===== config.mk =====
export PLATFORM = sky130hd
export DESIGN_NAME = change_dispenser
export DESIGN_NICKNAME = d
export VERILOG_FILES = /design/src/rtl/change_dispenser_pkg.sv /design/src/rtl/change_dispenser_sync.sv /design/src/rtl/change_dispenser.sv
export SDC_FILE = /design/constraint.sdc
export NUM_CORES = 1
export LEC_CHECK = 0
export CAP_MARGIN = 20
export CORE_ASPECT_RATIO = 1.75
export CORE_MARGIN = 10
export CORE_UTILIZATION = 41
export CTS_CLUSTER_DIAMETER = 50
export DETAILED_ROUTE_END_ITERATION = 12
export MAX_ROUTING_LAYER = met4
export SLEW_MARGIN = 20
export SYNTH_ARGS = -nofsm -noshare
export SYNTH_HDL_FRONTEND = slang
export SYNTH_SLANG_ARGS = --single-unit

===== constraint.sdc =====
create_clock -name clk -period 2.95 [get_ports clk]
set_clock_uncertainty 0.2 [all_clocks]
set_input_delay 0.59 -clock clk [delete_from_list [all_inputs] [get_ports clk]]
set_output_delay 0.59 -clock clk [all_outputs]
set_load 0.05 [all_outputs]

===== src/rtl/change_dispenser_pkg.sv =====
`default_nettype none
// +--------------------------------------------------------------------------+
// | change_dispenser_pkg: denominations, coin values, payout FSM states      |
// | Rev 1.0                                                                  |
// +--------------------------------------------------------------------------+
package change_dispenser_pkg;

  localparam int NUM_DEN = 5;

  localparam logic [2:0] DEN_NICKEL  = 3'd0;
  localparam logic [2:0] DEN_DIME    = 3'd1;
  localparam logic [2:0] DEN_QUARTER = 3'd2;
  localparam logic [2:0] DEN_FIFTY   = 3'd3;
  localparam logic [2:0] DEN_DOLLAR  = 3'd4;

  localparam logic [7:0] MAX_AMOUNT = 8'd200;

  typedef enum logic [2:0] {
    ST_IDLE,
    ST_SELECT,
    ST_EJECT,
    ST_WAIT_SENSE,
    ST_GAP,
    ST_DONE,
    ST_FAULT
  } state_e;

  typedef struct packed {
    logic       found;
    logic [2:0] idx;
  } pick_t;

  // Coin value in nickels.
  function automatic logic [7:0] den_value(input logic [2:0] idx);
    case (idx)
      DEN_DOLLAR:  den_value = 8'd20;
      DEN_FIFTY:   den_value = 8'd10;
      DEN_QUARTER: den_value = 8'd5;
      DEN_DIME:    den_value = 8'd2;
      DEN_NICKEL:  den_value = 8'd1;
      default:     den_value = 8'd0;
    endcase
  endfunction

  // Greedy choice: later (higher-value) hits overwrite earlier ones.
  function automatic pick_t pick_den(input logic [7:0] rem, input logic [4:0] avail);
    pick_t p;
    p = '0;
    for (int i = 0; i < NUM_DEN; i++) begin
      if (avail[i] && (den_value(3'(i)) <= rem)) begin
        p.found = 1'b1;
        p.idx   = 3'(i);
      end
    end
    return p;
  endfunction

endpackage
`default_nettype wire


===== src/rtl/change_dispenser_sync.sv =====
`default_nettype none
// +--------------------------------------------------------------------------+
// | change_dispenser_sync: 2-flop sync + falling-edge pulse on coin sensor   |
// | Rev 1.0                                                                  |
// +--------------------------------------------------------------------------+
module change_dispenser_sync (
  input  logic clk,
  input  logic rst_n,
  input  logic coin_seen_n_i,
  output logic coin_edge_o
);

  logic sync1_q, sync2_q, prev_q, edge_q;

  // Sensor idles high, so the chain resets high to avoid a false edge.
  always_ff @(posedge clk or negedge rst_n) begin
    if (!rst_n) begin
      sync1_q <= 1'b1;
      sync2_q <= 1'b1;
      prev_q  <= 1'b1;
      edge_q  <= 1'b0;
    end else begin
      sync1_q <= coin_seen_n_i;
      sync2_q <= sync1_q;
      prev_q  <= sync2_q;
      edge_q  <= prev_q & ~sync2_q;
    end
  end

  assign coin_edge_o = edge_q;

endmodule
`default_nettype wire


===== src/rtl/change_dispenser.sv =====
`default_nettype none
// +--------------------------------------------------------------------------+
// | change_dispenser: greedy coin-hopper payout with sensor confirm/timeout  |
// | Rev 1.0                                                                  |
// +--------------------------------------------------------------------------+
module change_dispenser
  import change_dispenser_pkg::*;
#(
  parameter int unsigned PULSE_CYCLES   = 5_000_000,
  parameter int unsigned GAP_CYCLES     = 2_000_000,
  parameter int unsigned TIMEOUT_CYCLES = 50_000_000
) (
  input  logic       clk,
  input  logic       rst_n,
  input  logic       start_i,
  input  logic [7:0] amount_i,
  input  logic [4:0] empty_n_i,
  input  logic       coin_seen_n_i,
  output logic [4:0] eject_o,
  output logic       busy_o,
  output logic       done_o,
  output logic       fault_o,
  output logic [7:0] remaining_o,
  output logic [7:0] coins_out_o
);

  localparam int unsigned CNT_MAX = (PULSE_CYCLES > GAP_CYCLES) ? PULSE_CYCLES : GAP_CYCLES;
  localparam int unsigned CNT_W   = $clog2(CNT_MAX + 1);
  localparam int unsigned TMO_W   = $clog2(TIMEOUT_CYCLES + 1);

  localparam logic [CNT_W-1:0] PULSE_LOAD = CNT_W'(PULSE_CYCLES - 1);
  localparam logic [CNT_W-1:0] GAP_LOAD   = CNT_W'(GAP_CYCLES - 1);
  localparam logic [TMO_W-1:0] TMO_LAST   = TMO_W'(TIMEOUT_CYCLES - 1);

  state_e           state_q, state_d;
  logic [2:0]       den_q, den_d;
  logic [CNT_W-1:0] cnt_q, cnt_d;
  logic [TMO_W-1:0] tmo_q, tmo_d;
  logic [7:0]       rem_q, rem_d;
  logic [7:0]       coins_q, coins_d;
  logic             coin_edge;
  pick_t            pick;

  change_dispenser_sync u_sync (
    .clk          (clk),
    .rst_n        (rst_n),
    .coin_seen_n_i(coin_seen_n_i),
    .coin_edge_o  (coin_edge)
  );

  assign pick = pick_den(rem_q, empty_n_i);

  always_ff @(posedge clk or negedge rst_n) begin
    if (!rst_n) begin
      state_q <= ST_IDLE;
      den_q   <= DEN_NICKEL;
      cnt_q   <= '0;
      tmo_q   <= '0;
      rem_q   <= '0;
      coins_q <= '0;
    end else begin
      state_q <= state_d;
      den_q   <= den_d;
      cnt_q   <= cnt_d;
      tmo_q   <= tmo_d;
      rem_q   <= rem_d;
      coins_q <= coins_d;
    end
  end

  always_comb begin
    state_d = state_q;
    den_d   = den_q;
    cnt_d   = cnt_q;
    tmo_d   = tmo_q;
    rem_d   = rem_q;
    coins_d = coins_q;
    case (state_q)
      ST_IDLE, ST_FAULT: begin
        if (start_i) begin
          rem_d   = (amount_i > MAX_AMOUNT) ? MAX_AMOUNT : amount_i;
          coins_d = '0;
          state_d = ST_SELECT;
        end
      end
      ST_SELECT: begin
        if (rem_q == '0) begin
          state_d = ST_DONE;
        end else if (pick.found) begin
          den_d   = pick.idx;
          cnt_d   = PULSE_LOAD;
          tmo_d   = '0;
          state_d = ST_EJECT;
        end else begin
          state_d = ST_FAULT;
        end
      end
      // A confirmed coin outranks a timeout landing on the same cycle.
      ST_EJECT, ST_WAIT_SENSE: begin
        tmo_d = tmo_q + 1'b1;
        if (coin_edge) begin
          rem_d   = rem_q - den_value(den_q);
          coins_d = (coins_q == 8'hFF) ? coins_q : coins_q + 8'd1;
          cnt_d   = GAP_LOAD;
          state_d = ST_GAP;
        end else if (tmo_q == TMO_LAST) begin
          state_d = ST_FAULT;
        end else if (state_q == ST_EJECT) begin
          if (cnt_q == '0) state_d = ST_WAIT_SENSE;
          else             cnt_d   = cnt_q - 1'b1;
        end
      end
      ST_GAP: begin
        if (cnt_q == '0) state_d = ST_SELECT;
        else             cnt_d   = cnt_q - 1'b1;
      end
      ST_DONE: state_d = ST_IDLE;
      default: state_d = ST_IDLE;
    endcase
  end

  assign eject_o     = (state_q == ST_EJECT) ? (5'b00001 << den_q) : 5'b00000;
  assign busy_o      = (state_q == ST_SELECT) || (state_q == ST_EJECT) ||
                       (state_q == ST_WAIT_SENSE) || (state_q == ST_GAP);
  assign done_o      = (state_q == ST_DONE);
  assign fault_o     = (state_q == ST_FAULT);
  assign remaining_o = rem_q;
  assign coins_out_o = coins_q;

endmodule
`default_nettype wire


==> flow_metrics.tcl <==
set metrics [dict create \
    initial_core_util_pct 42.2 \
    synth-async-reset-ratio_pct 100 \
    seq_area_frac_synth_pct 41.2 \
    place_area_um2 5260 \
    hpwl_um 9510 \
    cts_tree "built" \
    dieArea_um2 15900 \
    holdWs_ns 0.0600 \
    finalWorstSetupSlack_ns 0.150 \
    clk_pin_slew_ns 0.06 \
    rsz0062_at_grt "false" \
    ctsHoldBuffers 0 \
    total_power_mw 5.98 \
    gp_congestion 0.897 \
    outcome "completed" \
    vias_per_cell 6.08 \
    htree_num_levels 3 \
    synth_cell_types 69 \
    fp.coreArea_um2 10800 \
    clockRootBuffer "clkbuf_16" \
    synth-seq-cells 75 \
    portBuffers 40 \
    clock_latency_ns 0.34 \
    drtAntennaViolNets 0 \
    area_delta_synth_final_pct 22.0 \
    cts_resized 0 \
    cp-start-kind "flop" \
    arrival_ns 2.01 \
    post_cts_buffers 0 \
    yosysWarnings 0 \
    slew-limit-headroom_pct 57.9 \
    first_global_vias 4294 \
    fin_util_pct 51.5 \
    finalHoldViolCount 0 \
    r2r_start "cnt_q[0]" \
    drtIter0Drc 212 \
    fin_area_um2 5570 \
    synth_edf_count 0 \
    rrSetupSlack_ns 0.24 \
    hp-class "primary input to asynchronous set/reset pin" \
    instances_no_fill 723 \
    cts_made_buffers 9 \
    timing.fmax_mhz 357 \
    rows 50 \
    ir_drop_mv 0.531 \
    drt_first_pass_iters 6 \
    vias 4399 \
    overflow 0 \
    cp_max_fo 9 \
    syn_area_per_cell_um2 8.45 \
    grt_max_degree 76 \
    finalSetupViolations 0 \
    period_needed_ns 2.80 \
    dieWidth_um 99.8 \
    worstSetupEndpointType "output port" \
    clockBufferDepth 2 \
    remaining_drc_errors 0 \
    nNetsFinal 613 \
    p_per_area_nw_per_um2 1070 \
    antenna_found_initial 1 \
    pre_cts_ws_ns 0.222 \
    finalCritPeriodShare_pct 94.9 \
    wl_per_cell_um 18.0 \
    dp_cells 706 \
    io_pins 41 \
    reg2reg_to "state_q[2]" \
    drive_above_1_share_pct 11.5 \
    netlist_instances 540 \
    maxCapViolations 0 \
    tightest_slew_ns 0.631 \
    slew_viol_final 0 \
    syn-num-nets 566 \
    grt_pass1_wl_um 21200 \
    worst-setup-path-type "flop to output port" \
    clkSinkCount 75 \
    p_leak_nw 2.28 \
    routed_wl_um 13000 \
    die_h_um 160 \
    grt_use_total_pct 16.6 \
    ys.flop_type "dfrtp_1" \
    cp_data_required_time_ns 2.16 \
    finalSetupTns_ns 0 \
    synthesis.area_um2 4560 \
    reg2reg_depth 8 \
]
==> cells by family (layout without fill, tap and decap cells) <==
group | Yosys count | count (layout) | share of synthesized area (%)
buffers and inverters | 45 | 97 | 4.25
DFF | 75 | 75 | 41.2
and+or+nand+nor | 213 | 213 | 24.4
muxes | 1 | 1 | 0.219
xor gates and xnor gates | 12 | 12 | 2.30
other | 0 | 1 | 0
AOI/OAI and AO/OA | 185 | 185 | 25.0
adders and majority gates | 9 | 9 | 2.63
==> synthesized netlist by cell type (4+ instances only) <==
master    instances  area (µm²)
a21oi_1          42         210
a31oi_1          20         125
and3_1           16         100
buf_2             7        35.0
buf_4             4        30.0
clkbuf_1         15        56.3
dfrtp_1          72        1800
ha_1              8         100
inv_1            15        56.3
nand2_1          50         188
nand2b_1          8        50.1
nand3_1          20         100
nand4_1          15        93.8
nor2_1           50         188
nor3_1           17        85.1
nor4_1            9        56.3
o21a_1            4        30.0
o21ai_0          69         345
o22ai_1           4        25.0
o31ai_1          12        90.1
or3_1             4        25.0
xor2_1            9        78.8
==> sequential cells by signal, summed over array words and instances (netlist names), 3 cells and up <==
name         flops
tmo_q           26
den_q            3
coins_out_o      8
remaining_o      8
cnt_q           23
state_q          3
==> area by class of cell <==
type                    count  area, µm²
inverters                  16       60.1
fillers                  1032       5250
repair buffers             65        661
well taps                 130        163
multi-input cells         420       2500
clock inverters             4       48.8
diodes                      1       2.50
clock buffers              12        256
flip-flops and latches     75       1880
==> cell usage in the layout (no fill, tap or decap), types with 3 or more instances in the layout <==
cell type / instances
and4_1: 3
a31oi_1: 20
or3_1: 4
nor2_1: 49
a21oi_1: 42
nor3_1: 17
nand2b_1: 8
inv_1: 15
xor2_1: 9
nor4_1: 8
ha_1: 8
nor2b_1: 3
o21ai_0: 69
dfstp_2: 3
nand4_1: 15
a22o_1: 3
nand3_1: 20
o21a_1: 4
a21o_1: 3
nand2_1: 50
o31ai_1: 12
o211ai_1: 3
clkdlybuf4s50_1: 34
buf_4: 24
buf_12: 7
and3_1: 16
dfrtp_1: 72
xnor2_1: 3
o22ai_1: 4
a221oi_1: 3
clkbuf_16: 9
==> critical path, stage by stage (launching register included) <==
cell and delay [ns]:
dfrtp_1 0.48, inv_1 0.18, and3_1 0.20, clkdlybuf4s50_1 0.81
==> power by group <==
part / switching, mW / internal [mW] / leakage (nW)
Combinational: 2.05 / 1.24 / 1.18
Clock: 0.433 / 0.700 / 0.153
Sequential: 0.311 / 1.25 / 0.950
Total: 2.79 / 3.19 / 2.28
==> worst max path at each step <==
| stage | slack (ns) | to | cells after the start | startpoint |
|---|---|---|---|---|
| final | 0.15 | done_o | 3 | state_q[1] |
| after global routing | 0.06 | state_q[1] | 8 | cnt_q[0] |
| after CTS | 0.14 | done_o | 3 | state_q[1] |
| after detailed placement | 0.22 | cnt_q[19] | 8 | empty_n_i[2] |
| after global placement | 0.25 | cnt_q[19] | 8 | empty_n_i[2] |
| after floorplan | 0.18 | eject_o[2] | 5 | state_q[2] |
==> per-layer routing <==
layer  wire (µm)  global-route usage, %  up-vias
li1            -                      -     2099
met3         406                   2.69       30
met1        5100                   17.4     2173
met4         365                   7.20        0
met2        7140                   29.3       97
met5           0                      -        -
Power figures use the tool's default switching activity.
